File: config.mk
export PLATFORM = sky130hd
export DESIGN_NAME = energy_trigger_flat
export DESIGN_NICKNAME = d
export VERILOG_FILES = /design/src/rtl/energy_trigger_pkg.sv /design/src/rtl/energy_trigger_if.sv /design/src/rtl/energy_trigger_moving_sum.sv /design/src/rtl/energy_trigger.sv /design/src/flat_wrapper.sv
export SDC_FILE = /design/constraint.sdc
export NUM_CORES = 1
export LEC_CHECK = 0
export CAP_MARGIN = 15
export CORE_AREA = 3 3 221 223
export DETAILED_ROUTE_END_ITERATION = 12
export DIE_AREA = 0 0 224 226
export GPL_TIMING_DRIVEN = 0
export HOLD_SLACK_MARGIN = 0.05
export PLACE_DENSITY_LB_ADDON = 0.08
export SYNTH_ARGS = -nofsm -noshare
export SYNTH_HDL_FRONTEND = slang
export SYNTH_SLANG_ARGS = --single-unit
File: constraint.sdc
create_clock -name clk_in -period 11 [get_ports clk_in]
set_input_delay 2.75 -clock clk_in [delete_from_list [all_inputs] [get_ports clk_in]]
set_output_delay 2.75 -clock clk_in [all_outputs]
set_load 0.005 [all_outputs]
File: src/rtl/energy_trigger_pkg.sv
// Shared types and width helpers for the energy trigger datapath.
package energy_trigger_pkg;

  typedef enum logic [1:0] {
    SKIP   = 2'd0,
    FILL   = 2'd1,
    IDLE   = 2'd2,
    PACKET = 2'd3
  } state_t;

  function automatic int mag_w(input int sample_w);
    return sample_w + 1;
  endfunction

  function automatic int sum_w(input int sample_w, input int win_log2);
    return mag_w(sample_w) + win_log2;
  endfunction

endpackage

File: src/rtl/energy_trigger_if.sv
// Sample/threshold inputs and trigger/power outputs of the energy trigger.
// ENERGY_TRIG_STATS_EN adds pkt_count_out and peak_power_out.
interface energy_trigger_if #(
  parameter int SAMPLE_W = 16
);
  logic [2*SAMPLE_W-1:0] signal_data_in;
  logic                  signal_valid_in;
  logic [SAMPLE_W:0]     thresh_on_in;
  logic [SAMPLE_W:0]     thresh_off_in;
  logic                  trigger_out;
  logic                  trigger_start_out;
  logic                  trigger_end_out;
  logic [SAMPLE_W:0]     power_out;
  logic                  power_valid_out;
  logic [15:0]           pkt_len_out;
`ifdef ENERGY_TRIG_STATS_EN
  logic [15:0]           pkt_count_out;
  logic [SAMPLE_W:0]     peak_power_out;
`endif

  modport master (
    output signal_data_in, signal_valid_in, thresh_on_in, thresh_off_in,
    input  trigger_out, trigger_start_out, trigger_end_out,
    input  power_out, power_valid_out, pkt_len_out
`ifdef ENERGY_TRIG_STATS_EN
    , input pkt_count_out, peak_power_out
`endif
  );

  modport slave (
    input  signal_data_in, signal_valid_in, thresh_on_in, thresh_off_in,
    output trigger_out, trigger_start_out, trigger_end_out,
    output power_out, power_valid_out, pkt_len_out
`ifdef ENERGY_TRIG_STATS_EN
    , output pkt_count_out, peak_power_out
`endif
  );
endinterface

File: src/rtl/energy_trigger_moving_sum.sv
// Running sum over the last 2^WIN_LOG2 magnitudes using a circular history.
module moving_sum
  import energy_trigger_pkg::*;
#(
  parameter  int SAMPLE_W = 16,
  parameter  int WIN_LOG2 = 4,
  localparam int MAG_W    = mag_w(SAMPLE_W),
  localparam int SUM_W    = sum_w(SAMPLE_W, WIN_LOG2)
) (
  input  logic             clk_in,
  input  logic             rst_in,
  input  logic [MAG_W-1:0] mag_in,
  input  logic             valid_in,
  output logic [SUM_W-1:0] sum_out,
  output logic             valid_out
);
  localparam int DEPTH = 1 << WIN_LOG2;

  logic [MAG_W-1:0]    hist_q [DEPTH];
  logic [WIN_LOG2-1:0] ptr_q;
  logic [SUM_W-1:0]    sum_q, sum_d;
  logic                valid_q;

  // The oldest entry is always part of sum_q, so the subtraction cannot underflow.
  assign sum_d = sum_q + SUM_W'(mag_in) - SUM_W'(hist_q[ptr_q]);

  always_ff @(posedge clk_in) begin
    if (rst_in) begin
      for (int k = 0; k < DEPTH; k++) hist_q[k] <= '0;
      ptr_q   <= '0;
      sum_q   <= '0;
      valid_q <= 1'b0;
    end else begin
      valid_q <= valid_in;
      if (valid_in) begin
        sum_q         <= sum_d;
        hist_q[ptr_q] <= mag_in;
        ptr_q         <= ptr_q + WIN_LOG2'(1);
      end
    end
  end

  assign sum_out   = sum_q;
  assign valid_out = valid_q;
endmodule

File: src/rtl/energy_trigger.sv
// Packet-detect trigger: L1 magnitude, moving average, hysteresis FSM.
// Define ENERGY_TRIG_STATS_EN for packet count and peak power outputs.
module energy_trigger
  import energy_trigger_pkg::*;
#(
  parameter int SAMPLE_W    = 16,
  parameter int WIN_LOG2    = 4,
  parameter int SKIP_SAMPLE = 0,
  parameter int HOLD_LEN    = 80
) (
  input logic             clk_in,
  input logic             rst_in,
  energy_trigger_if.slave bus
);
  // state  | meaning
  // SKIP   | dropping the first SKIP_SAMPLE input valids after reset
  // FILL   | first 2^WIN_LOG2 evaluated samples fill the window, no compare
  // IDLE   | waiting for avg >= thresh_on
  // PACKET | trigger high, counting length and below-off hold samples
  localparam int MAG_W  = mag_w(SAMPLE_W);
  localparam int SUM_W  = sum_w(SAMPLE_W, WIN_LOG2);
  localparam int SKIP_W = $clog2(SKIP_SAMPLE + 2);
  localparam int HOLD_W = $clog2(HOLD_LEN + 1);
  localparam int FILL_W = WIN_LOG2 + 1;
  localparam logic [SKIP_W-1:0] SKIP_LIM = SKIP_W'(SKIP_SAMPLE);
  localparam logic [HOLD_W-1:0] HOLD_LIM = HOLD_W'(HOLD_LEN);
  localparam logic [FILL_W-1:0] FILL_LIM = FILL_W'(1 << WIN_LOG2);

  logic [SKIP_W-1:0]   skip_cnt_q, skip_cnt_d;
  logic                skip_active;
  logic [SAMPLE_W-1:0] samp_i, samp_q, abs_i, abs_q;
  logic [MAG_W-1:0]    mag_q, mag_d;
  logic                mag_valid_q, mag_valid_d;
  logic [SUM_W-1:0]    sum_s2;
  logic                eval;
  logic [MAG_W-1:0]    avg;

  state_t              state_q, state_d;
  logic [FILL_W-1:0]   fill_cnt_q, fill_cnt_d;
  logic [HOLD_W-1:0]   hold_cnt_q, hold_cnt_d, hold_inc;
  logic [15:0]         len_cnt_q, len_cnt_d, len_inc;
  logic [15:0]         pkt_len_q, pkt_len_d;
  logic                trigger_q, trigger_d, start_q, start_d, end_q, end_d;

  assign skip_active = skip_cnt_q < SKIP_LIM;
  assign skip_cnt_d  = (bus.signal_valid_in && skip_active) ? skip_cnt_q + SKIP_W'(1) : skip_cnt_q;
  assign samp_i      = bus.signal_data_in[2*SAMPLE_W-1:SAMPLE_W];
  assign samp_q      = bus.signal_data_in[SAMPLE_W-1:0];
  // -2^(W-1) negates to itself, which reads correctly as unsigned 2^(W-1).
  assign abs_i       = samp_i[SAMPLE_W-1] ? (~samp_i) + SAMPLE_W'(1) : samp_i;
  assign abs_q       = samp_q[SAMPLE_W-1] ? (~samp_q) + SAMPLE_W'(1) : samp_q;
  assign mag_d       = MAG_W'(abs_i) + MAG_W'(abs_q);
  assign mag_valid_d = bus.signal_valid_in && !skip_active;

  moving_sum #(.SAMPLE_W(SAMPLE_W), .WIN_LOG2(WIN_LOG2)) u_moving_sum (
    .clk_in   (clk_in),
    .rst_in   (rst_in),
    .mag_in   (mag_q),
    .valid_in (mag_valid_q),
    .sum_out  (sum_s2),
    .valid_out(eval)
  );

  assign avg = MAG_W'(sum_s2 >> WIN_LOG2);

  always_comb begin
    state_d    = state_q;
    fill_cnt_d = fill_cnt_q;
    hold_cnt_d = hold_cnt_q;
    len_cnt_d  = len_cnt_q;
    hold_inc   = hold_cnt_q + HOLD_W'(1);
    len_inc    = (len_cnt_q == 16'hFFFF) ? len_cnt_q : len_cnt_q + 16'd1;
    unique case (state_q)
      SKIP: if (!skip_active) state_d = FILL;
      FILL: if (eval) begin
        fill_cnt_d = fill_cnt_q + FILL_W'(1);
        if (fill_cnt_d == FILL_LIM) state_d = IDLE;
      end
      IDLE: if (eval && avg >= bus.thresh_on_in) begin
        state_d    = PACKET;
        len_cnt_d  = 16'd1;
        hold_cnt_d = '0;
      end
      PACKET: if (eval) begin
        len_cnt_d = len_inc;
        if (avg < bus.thresh_off_in) begin
          hold_cnt_d = hold_inc;
          if (hold_inc == HOLD_LIM) state_d = IDLE;
        end else begin
          hold_cnt_d = '0;
        end
      end
      default: state_d = SKIP;
    endcase
  end

  always_comb begin
    start_d   = (state_q == IDLE) && (state_d == PACKET);
    end_d     = (state_q == PACKET) && (state_d == IDLE);
    trigger_d = (state_d == PACKET);
    pkt_len_d = end_d ? len_inc : pkt_len_q;
  end

  always_ff @(posedge clk_in) begin
    if (rst_in) begin
      skip_cnt_q  <= '0;
      mag_q       <= '0;
      mag_valid_q <= 1'b0;
      state_q     <= SKIP;
      fill_cnt_q  <= '0;
      hold_cnt_q  <= '0;
      len_cnt_q   <= '0;
      pkt_len_q   <= '0;
      trigger_q   <= 1'b0;
      start_q     <= 1'b0;
      end_q       <= 1'b0;
    end else begin
      skip_cnt_q  <= skip_cnt_d;
      mag_q       <= mag_d;
      mag_valid_q <= mag_valid_d;
      state_q     <= state_d;
      fill_cnt_q  <= fill_cnt_d;
      hold_cnt_q  <= hold_cnt_d;
      len_cnt_q   <= len_cnt_d;
      pkt_len_q   <= pkt_len_d;
      trigger_q   <= trigger_d;
      start_q     <= start_d;
      end_q       <= end_d;
    end
  end

  assign bus.trigger_out       = trigger_q;
  assign bus.trigger_start_out = start_q;
  assign bus.trigger_end_out   = end_q;
  assign bus.power_out         = avg;
  assign bus.power_valid_out   = eval;
  assign bus.pkt_len_out       = pkt_len_q;

`ifdef ENERGY_TRIG_STATS_EN
  logic [15:0]      pkt_count_q, pkt_count_d;
  logic [MAG_W-1:0] peak_q, peak_d;

  always_comb begin
    pkt_count_d = start_d ? pkt_count_q + 16'd1 : pkt_count_q;
    peak_d      = peak_q;
    if (start_d) peak_d = avg;
    else if (state_q == PACKET && eval && avg > peak_q) peak_d = avg;
  end

  always_ff @(posedge clk_in) begin
    if (rst_in) begin
      pkt_count_q <= '0;
      peak_q      <= '0;
    end else begin
      pkt_count_q <= pkt_count_d;
      peak_q      <= peak_d;
    end
  end

  assign bus.pkt_count_out  = pkt_count_q;
  assign bus.peak_power_out = peak_q;
`endif
endmodule

File: src/flat_wrapper.sv
// flat-port wrapper written by rule: the top's interface ports become plain ports
module energy_trigger_flat import energy_trigger_pkg::*;
#(
  parameter int SAMPLE_W    = 16,
  parameter int WIN_LOG2    = 4,
  parameter int SKIP_SAMPLE = 0,
  parameter int HOLD_LEN    = 80
)
  (clk_in, rst_in, bus_signal_data_in, bus_signal_valid_in, bus_thresh_on_in, bus_thresh_off_in, bus_trigger_out, bus_trigger_start_out, bus_trigger_end_out, bus_power_out, bus_power_valid_out, bus_pkt_len_out);
  energy_trigger_if #(.SAMPLE_W(SAMPLE_W)) bus_i ();
  input logic clk_in;
  input logic rst_in;
  input wire logic [$bits(bus_i.signal_data_in)-1:0] bus_signal_data_in;
  input wire logic [$bits(bus_i.signal_valid_in)-1:0] bus_signal_valid_in;
  input wire logic [$bits(bus_i.thresh_on_in)-1:0] bus_thresh_on_in;
  input wire logic [$bits(bus_i.thresh_off_in)-1:0] bus_thresh_off_in;
  output wire logic [$bits(bus_i.trigger_out)-1:0] bus_trigger_out;
  output wire logic [$bits(bus_i.trigger_start_out)-1:0] bus_trigger_start_out;
  output wire logic [$bits(bus_i.trigger_end_out)-1:0] bus_trigger_end_out;
  output wire logic [$bits(bus_i.power_out)-1:0] bus_power_out;
  output wire logic [$bits(bus_i.power_valid_out)-1:0] bus_power_valid_out;
  output wire logic [$bits(bus_i.pkt_len_out)-1:0] bus_pkt_len_out;
  assign bus_i.signal_data_in = bus_signal_data_in;
  assign bus_i.signal_valid_in = bus_signal_valid_in;
  assign bus_i.thresh_on_in = bus_thresh_on_in;
  assign bus_i.thresh_off_in = bus_thresh_off_in;
  assign bus_trigger_out = bus_i.trigger_out;
  assign bus_trigger_start_out = bus_i.trigger_start_out;
  assign bus_trigger_end_out = bus_i.trigger_end_out;
  assign bus_power_out = bus_i.power_out;
  assign bus_power_valid_out = bus_i.power_valid_out;
  assign bus_pkt_len_out = bus_i.pkt_len_out;
  energy_trigger #(.SAMPLE_W(SAMPLE_W), .WIN_LOG2(WIN_LOG2), .SKIP_SAMPLE(SKIP_SAMPLE), .HOLD_LEN(HOLD_LEN)) u_core (.clk_in(clk_in), .rst_in(rst_in), .bus(bus_i));
endmodule
==> results of run 1 <==
layer usage:
layer / routed length [um] / vias up / GRT usage
met5: 32 / - / 0
met1: 26100 / 7247 / 0.331
li1: - / 6693 / -
met3: 4970 / 128 / 0.0568
met2: 27400 / 530 / 0.382
met4: 2490 / 6 / 0.0889
cells by family after synthesis:
family          count (synthesis)  synth area share
mux                           109             0.107
buf+inv                       269            0.0541
compound gates                229            0.0778
flops                         369             0.503
fa+ha+maj                      98            0.0677
simple gates                  593             0.163
xor+xnor                       61            0.0266
worst min-delay path: stages (launching register included):
cell	delay, ns
dfxtp_1	0.31
nand2_1	0.05
o21ai_0	0.07
how the worst max path moves through the flow:
stage | to | depth (start not counted)
2_1_floorplan | u_core.mag_q[15] | 15
3_3_place_gp | u_core.mag_q[16] | 13
3_5_place_dp | u_core.mag_q[14] | 13
4_1_cts | u_core.u_moving_sum.sum_out[15] | 15
5_1_grt | u_core.mag_q[16] | 13
6_report | u_core.u_moving_sum.sum_out[15] | 15
sequential cells by signal, indices dropped and copies added (netlist names), named ones only:
register                       count
u_core.mag_q                      17
u_core.bus.trigger_out             1
u_core.fill_cnt_q                  5
u_core.hold_cnt_q                  7
u_core.mag_valid_q                 1
u_core.bus.pkt_len_out            16
u_core.len_cnt_q                  16
u_core.u_moving_sum.sum_out       21
u_core.state_q                     2
u_core.bus.trigger_end_out         1
u_core.u_moving_sum.ptr_q          4
u_core.u_moving_sum.valid_out      1
u_core.bus.trigger_start_out       1
u_core.u_moving_sum.hist_q       272
layout make-up:
type	count	area, sq um
tap	607	759
clock buffer	58	1160
buffer	146	626
fill	4275	23600
clock inverter	18	104
sequential	369	10100
antenna	1	2.50
inverter	123	462
timing repair buffer	105	1050
multi-input combinational	1090	8900
per-stage QoR:
| step | hold slack [ns] | area (sq um) | utilization | total power, mW |
|---|---|---|---|---|
| finish | 0.474 | 23200 | 0.496 | 4.20 |
| global route | 0.490 | 23200 | 0.496 | 4.42 |
| CTS | 0.476 | 23200 | 0.496 | 4.22 |
| detailed placement | 0.467 | 21900 | 0.469 | 2.91 |
| global placement | 0.453 | 21900 | 0.469 | 2.89 |
| floorplan | 0.452 | 20100 | - | 2.49 |
cells in the final DEF (no fill, tap or decap), drive strengths merged, types with 71 or more instances in the layout:
cell	instances
and3	281
clkbuf	169
clkdlybuf4s50	105
dfxtp	97
edfxtp	272
ha	80
inv	126
mux4	85
nand2	71
nor2	102
power by group:
group          switching [mW]  total, mW  internal [mW]
Clock                   0.572       1.31          0.741
Sequential             0.0995       1.67           1.57
Combinational           0.699       1.22          0.518
Total                    1.37       4.20           2.83
==> impl_metrics.env, run 1 <==
export IMPL_postLayoutSetupSlackWorst_ns=5.17
export IMPL_synthTopCellsByArea="edfxtp_1, dfxtp_1, mux4_2, and3_1, ha_1"
export IMPL_syn_avg_cell_area_sq_um=11.6
export IMPL_stdcell_count=2517
export IMPL_die_x_um=224
export IMPL_drv_cap=0
export IMPL_hold_path_depth=2
export IMPL_via_count=14604
export IMPL_cts_resized=0
export IMPL_crit_required_ns=11.45
export IMPL_crit_family="compound AO/OA/AOI/OAI gates"
export IMPL_wl_mm=60.9
export IMPL_clock_sinks=369
export IMPL_min_to="u_core.bus.pkt_len_out[14]"
export IMPL_slew_viol_final=0
export IMPL_grt_pass1_vias=14581
export IMPL_synth_most_common_cell="and3_1"
export IMPL_ys_types=72
export IMPL_cp_start_kind="flop"
export IMPL_yosysSeqAreaShare=0.503
export IMPL_grt_pass1_wl_mm=91.3
export IMPL_min_delay_start="u_core.bus.pkt_len_out[14]"
export IMPL_post_drt_wl_per_cell_um=24.2
export IMPL_cts_buffer_depth=3
export IMPL_post_cts_setup_buffers=0
export IMPL_dp_hpwl_mm=43.4
export IMPL_route_detailed_drc=0
export IMPL_max_stage_delay_ns=0.69
export IMPL_syn_nets=1895
export IMPL_finish_net_count=2044
export IMPL_root_buffer="clkbuf_16"
export IMPL_async_flop_share=0
export IMPL_worstSkewPairLatency_ns=0.57
export IMPL_place_gp_congestion=0.855
export IMPL_critPathMaxFanout=10
export IMPL_design_core_area_sq_um=46800
export IMPL_syn_to_final_growth_pct=15.3
export IMPL_overflow=0
export IMPL_netlist_area_sq_um=20100
export IMPL_io_pins=106
export IMPL_syn_inst=1728
export IMPL_r2r_end="u_core.u_moving_sum.sum_out[15]"
export IMPL_dieHeight_um=226
export IMPL_worstPathCellList="clkbuf_1, clkbuf_1, clkbuf_1, mux4_2, mux4_2, fa_1, inv_1, ha_1, o21ai_0, o21ai_0, nand4_1, o21ai_0, o21ai_1, a21o_1, a31o_2"
export IMPL_worst_path_buf_inv=4
export IMPL_crit_arrival_ns=6.28
export IMPL_synth_edf_count=272
export IMPL_die_area_sq_um=50600
export IMPL_synth_commonest_cells="and3_1, edfxtp_1, inv_1"
export IMPL_grt_antenna_before_repair=12
export IMPL_cp_end_kind="flop"
export IMPL_hp_class="flop to flop"
export IMPL_tightest_slew_ns=0.988
export IMPL_grt_max_degree=18
export IMPL_max_freq_ghz=0.172
export IMPL_rsz0062_at_grt="no"
export IMPL_critical_path_class="flop to flop"
export IMPL_dpl_cell_count=2440
export IMPL_clk_pin_slew_worst_paths_ns=0.06
export IMPL_worstRegToRegCells=15
export IMPL_ys_flop_type="edfxtp_1"
export IMPL_hold_viol=0
export IMPL_grt_use_total=0.243
export IMPL_ff2ff_setup_slack_ns=5.17
export IMPL_tns_ns=0
export IMPL_ant_nets=0
export IMPL_cts_htree_levels=2
export IMPL_routed_via_density=5.80
export IMPL_ir_drop_v=0.000126
export IMPL_dp_slack_ns=4.71
export IMPL_drtIter0Drc=1268
export IMPL_relSlewSlack=0.341
export IMPL_cts_hold_buf=0
export IMPL_synth_warnings=0
export IMPL_setup_viol=0
export IMPL_skew_ns=0.0190
export IMPL_cts_tree="done"
export IMPL_cts_buffers=42
export IMPL_netlist_area_leader_share=0.406
export IMPL_yosys_area_top_type="edfxtp_1"
export IMPL_power_density_nw_per_um2=181
export IMPL_firstDrtPassIters=5
export IMPL_period_needed_ns=5.83
export IMPL_crit_slowest_cell="clkbuf_1"
export IMPL_status="finished, final reports clean"
export IMPL_start_util=0.430
export IMPL_drive_above_1_share=0.0953
export IMPL_port_buffers=105
export IMPL_rows=79
export IMPL_post_route_period_util=0.530
export IMPL_p_leak_nw=9.68
export IMPL_ys_ff_latch=369
Power figures use the tool's default switching activity.
==> inputs of run 2 (changes only) <==
==> constraint.sdc (replaced) <==
create_clock -name clk_in -period 6 [get_ports clk_in]
set_input_delay 1.5 -clock clk_in [delete_from_list [all_inputs] [get_ports clk_in]]
set_output_delay 1.5 -clock clk_in [all_outputs]
set_load 0.005 [all_outputs]
==> impl_metrics.env, run 2 (synthesized netlist as in run 1, its figures left out) <==
export IMPL_status="finished, final reports clean"
export IMPL_dieHeight_um=226
export IMPL_ant_nets=0
export IMPL_cts_buffer_depth=3
export IMPL_via_count=14596
export IMPL_post_cts_setup_buffers=0
export IMPL_post_drt_wl_per_cell_um=24.2
export IMPL_post_route_period_util=0.965
export IMPL_skew_ns=0.0191
export IMPL_cp_start_kind="flop"
export IMPL_critical_path_class="flop to flop"
export IMPL_rsz0062_at_grt="no"
export IMPL_place_gp_congestion=0.855
export IMPL_worstRegToRegCells=15
export IMPL_root_buffer="clkbuf_16"
export IMPL_worstPathCellList="clkbuf_1, clkdlybuf4s15_1, clkbuf_1, mux4_2, mux4_2, fa_1, inv_1, ha_1, o21ai_0, o21ai_0, nand4_1, o21ai_0, o21ai_1, a21o_1, a31o_2"
export IMPL_cts_htree_levels=2
export IMPL_overflow=0
export IMPL_cp_num_cells=15
export IMPL_dp_hpwl_mm=43.4
export IMPL_max_freq_ghz=0.173
export IMPL_wl_mm=60.9
export IMPL_p_leak_nw=9.68
export IMPL_route_detailed_drc=0
export IMPL_die_x_um=224
export IMPL_min_delay_start="u_core.bus.pkt_len_out[14]"
export IMPL_cts_buffers=42
export IMPL_grt_pass1_vias=14581
export IMPL_final_cell_mix="and3_1, edfxtp_1, inv_1"
export IMPL_worstSkewPairLatency_ns=0.57
export IMPL_grt_antenna_before_repair=12
export IMPL_place_area_sq_um=21900
export IMPL_period_needed_ns=5.79
export IMPL_clk_pin_slew_worst_paths_ns=0.06
export IMPL_cts_hold_buf=0
export IMPL_critPathMaxFanout=10
export IMPL_setup_viol=0
export IMPL_crit_slowest_cell="clkdlybuf4s15_1"
export IMPL_worst_path_buf_inv=4
export IMPL_drv_cap=0
export IMPL_cpMostUsedCell="o21ai_0"
export IMPL_firstDrtPassIters=5
export IMPL_crit_required_ns=6.45
export IMPL_crit_arrival_ns=6.24
export IMPL_rows=79
export IMPL_io_pins=106
export IMPL_die_area_sq_um=50600
export IMPL_drive_above_1_share=0.0953
export IMPL_top_register="u_core.u_moving_sum.hist_q"
export IMPL_syn_to_final_growth_pct=15.4
export IMPL_num_fill_cells=4274
export IMPL_tns_ns=0
export IMPL_hold_path_depth=2
export IMPL_routed_via_density=5.80
export IMPL_hold_viol=0
export IMPL_grt_max_degree=18
export IMPL_grt_use_total=0.243
export IMPL_largest_reg_flops=272
export IMPL_finish_net_count=2044
export IMPL_grt_pass1_wl_mm=91.3
export IMPL_port_buffers=105
export IMPL_final_common_cell="and3_1"
export IMPL_power_density_nw_per_um2=332
export IMPL_cts_tree="done"
export IMPL_design_core_area_sq_um=46800
export IMPL_drtIter0Drc=1250
export IMPL_relSlewSlack=0.332
export IMPL_cp_end_kind="flop"
export IMPL_start_util=0.430
export IMPL_ir_drop_v=0.000230
export IMPL_tightest_slew_ns=1.00
export IMPL_clock_sinks=369
export IMPL_crit_family="compound AO/OA/AOI/OAI gates"
export IMPL_slew_viol_final=0
export IMPL_design_area_sq_um=23200
export IMPL_hp_class="flop to flop"
export IMPL_max_stage_delay_ns=0.68
run 2: cell types whose count changed in the layout (fill, tap and decap cells not counted):
cell / delta
clkdlybuf4s15_1: +1
clkbuf_1: -1
run 2: final timing paths:
path | end | slack (ns)
hold / removal | u_core.bus.pkt_len_out[14] | 0.47
hold reg to reg | u_core.bus.pkt_len_out[14] | 0.47
setup / recovery | u_core.u_moving_sum.sum_out[15] | 0.21
setup reg to reg | u_core.u_moving_sum.sum_out[15] | 0.21
run 2: timing repair:
| action | in CTS | in global routing |
|---|---|---|
| endpoints found under the hold margin | 0 | 0 |
| resized for setup | 0 | 2 |
| setup endpoints to repair | 0 | 1 |
run 2: cell type report:
type	instances	area, sq um	area share
Clock inverter	18	104	0.00448
Inverter	123	462	0.0199
Antenna cell	1	2.50	0.000108
Sequential cell	369	10100	0.436
Clock buffer	58	1160	0.0501
Tap cell	607	759	0.0328
Buffer	146	632	0.0273
Multi-Input combinational cell	1090	8900	0.384
Timing Repair Buffer	105	1050	0.0453
run 2: per-layer routing:
layer / track usage / up-vias / share of wire
met5: 0 / - / 0.00053
met1: 0.331 / 7254 / 0.43
met3: 0.0568 / 134 / 0.077
li1: - / 6687 / -
met2: 0.382 / 515 / 0.45
met4: 0.0889 / 6 / 0.040
run 2: metrics by stage:
stage | power, mW | utilization | hold slack (ns) | setup WS (ns) | std cells
final | 7.70 | 0.496 | 0.474 | 0.211 | 2517
after global routing | 8.10 | 0.496 | 0.490 | 0.00532 | 2516
after global placement | 5.29 | 0.469 | 0.453 | 0.339 | 2440
after CTS | 7.73 | 0.496 | 0.476 | 0.263 | 2516
after detailed placement | 5.33 | 0.469 | 0.467 | 0.285 | 2440
after floorplan | 4.56 | - | 0.452 | 1.53 | 1728
run 2: worst min-delay path, delay by kind of cell (launching register included):
kind	cells	cell delay, ns
AOI/OAI and AO/OA	1	0.07
and+or+nand+nor	1	0.05
DFF	1	0.31
run 2: where the power goes:
part	internal, mW	leakage, nW	switching (mW)
logic	0.949	5.46	1.28
registers	2.88	3.60	0.183
clock network	1.36	0.614	1.05
total	5.19	9.68	2.51
==> inputs of run 3 (changes only) <==
--- a/config.mk
+++ b/config.mk
@@ -11,7 +11,7 @@
 export DIE_AREA = 0 0 224 226
 export GPL_TIMING_DRIVEN = 0
 export HOLD_SLACK_MARGIN = 0.05
-export PLACE_DENSITY_LB_ADDON = 0.08
+export PLACE_DENSITY = 0.69
 export SYNTH_ARGS = -nofsm -noshare
 export SYNTH_HDL_FRONTEND = slang
 export SYNTH_SLANG_ARGS = --single-unit
==> impl_metrics.env, run 3 (synthesized netlist as in run 1, its figures left out) <==
export IMPL_grt_max_degree=18
export IMPL_power_density_nw_per_um2=336
export IMPL_cts_hold_buf=0
export IMPL_cpMostUsedCell="clkbuf_1"
export IMPL_slew_viol_final=0
export IMPL_hp_class="flop to flop"
export IMPL_worstSkewPairLatency_ns=0.59
export IMPL_drtIter0Drc=1515
export IMPL_place_gp_congestion=0.926
export IMPL_tns_ns=0
export IMPL_routed_via_density=5.88
export IMPL_num_fill_cells=4048
export IMPL_setup_viol=0
export IMPL_crit_family="buffers and inverters"
export IMPL_drv_cap=0
export IMPL_rsz0062_at_grt="no"
export IMPL_post_drt_wl_per_cell_um=22.9
export IMPL_max_stage_delay_ns=0.70
export IMPL_period_needed_ns=5.83
export IMPL_design_area_sq_um=23300
export IMPL_cp_end_kind="flop"
export IMPL_cp_num_cells=15
export IMPL_crit_required_ns=6.41
export IMPL_grt_pass1_vias=14656
export IMPL_dp_hpwl_mm=41.1
export IMPL_cts_tree="done"
export IMPL_wl_mm=57.7
export IMPL_post_cts_setup_buffers=0
export IMPL_overflow=0
export IMPL_finish_net_count=2043
export IMPL_status="finished, final reports clean"
export IMPL_drive_above_1_share=0.0995
export IMPL_num_antenna_cells=0
export IMPL_rows=79
export IMPL_critical_path_class="flop to flop"
export IMPL_final_cell_mix="and3_1, edfxtp_1, inv_1"
export IMPL_cts_buffer_depth=3
export IMPL_worst_path_buf_inv=4
export IMPL_cp_start_kind="flop"
export IMPL_top_register="u_core.u_moving_sum.hist_q"
export IMPL_die_area_sq_um=50600
export IMPL_critPathMaxFanout=10
export IMPL_p_leak_nw=9.71
export IMPL_design_core_area_sq_um=46800
export IMPL_max_freq_ghz=0.172
export IMPL_post_route_period_util=0.971
export IMPL_hold_viol=0
export IMPL_relSlewSlack=0.339
export IMPL_route_detailed_drc=0
export IMPL_io_pins=106
export IMPL_root_buffer="clkbuf_16"
export IMPL_cts_buffers=41
export IMPL_crit_slowest_cell="clkbuf_1"
export IMPL_via_count=14800
export IMPL_ant_nets=0
export IMPL_largest_reg_flops=272
export IMPL_power_total_mw=7.83
export IMPL_worstRegToRegCells=15
export IMPL_grt_pass1_wl_mm=86.9
export IMPL_die_x_um=224
export IMPL_place_area_sq_um=21900
export IMPL_hold_path_depth=2
export IMPL_skew_ns=0.0357
export IMPL_grt_antenna_before_repair=0
export IMPL_syn_to_final_growth_pct=15.8
export IMPL_clock_sinks=369
export IMPL_grt_use_total=0.226
export IMPL_cts_htree_levels=2
export IMPL_ir_drop_v=0.000192
export IMPL_crit_arrival_ns=6.24
export IMPL_firstDrtPassIters=5
export IMPL_port_buffers=105
export IMPL_start_util=0.430
export IMPL_clk_pin_slew_worst_paths_ns=0.06
export IMPL_worstPathCellList="clkbuf_1, clkbuf_1, clkbuf_1, mux4_2, mux4_2, fa_1, inv_1, fa_1, a211oi_1, o21a_1, a21oi_1, o21ai_0, a21boi_0, or4_1, o311ai_0"
export IMPL_cts_resized=0
export IMPL_final_common_cell="and3_1"
export IMPL_tightest_slew_ns=0.992
export IMPL_dieHeight_um=226
[run 3: cell types whose count changed in the layout (fill, tap and decap cells not counted), sizes merged]
cell,previous run,this run
clkinvlp,2,5
clkbuf,168,162
diode,1,0
clkdlybuf4s15,1,0
bufinv,0,4
[run 3: per-stage QoR]
stage | instances | setup slack, ns | utilization | hold slack [ns]
floorplan | 1728 | 1.53 | - | 0.452
global placement | 2440 | 0.296 | 0.469 | 0.454
detailed placement | 2440 | 0.317 | 0.469 | 0.480
CTS | 2516 | 0.281 | 0.498 | 0.488
global route | 2516 | 0.0173 | 0.498 | 0.518
finish | 2516 | 0.174 | 0.498 | 0.485
[run 3: layout make-up]
cell class,count,area (sq um),area share
Multi-Input combinational cell,1090,8900,0.382
Timing Repair Buffer,105,1050,0.0452
Sequential cell,369,10100,0.435
Clock inverter,25,268,0.0115
Inverter,123,462,0.0198
Buffer,146,626,0.0269
Tap cell,607,759,0.0326
Clock buffer,51,1090,0.0470
[run 3: worst paths after layout]
check                             start                         endpoint  slack (ns)
min reg2reg  u_core.bus.pkt_len_out[14]       u_core.bus.pkt_len_out[14]        0.48
max                                flop  u_core.u_moving_sum.sum_out[14]        0.17
min          u_core.bus.pkt_len_out[14]       u_core.bus.pkt_len_out[14]        0.48
max reg2reg                        flop  u_core.u_moving_sum.sum_out[14]        0.17
[run 3: layer usage]
layer,global-route usage,share of wire
met2,0.362,0.46
met3,0.0495,0.097
met1,0.297,0.40
met4,0.0999,0.046
met5,0,0
[run 3: where the power goes]
group          internal (mW)  switching [mW]  leakage [nW]  total [mW]
combinational          0.947            1.25          5.46        2.20
sequential              2.88           0.181          3.60        3.06
clock                   1.48            1.09         0.649        2.57
total                   5.31            2.52          9.71        7.83
[run 3: worst min-delay path: cells and delay by family, from the launching register on]
family / cells / cell delay, ns
compound gates: 1 / 0.07
simple gates: 1 / 0.05
flops: 1 / 0.30
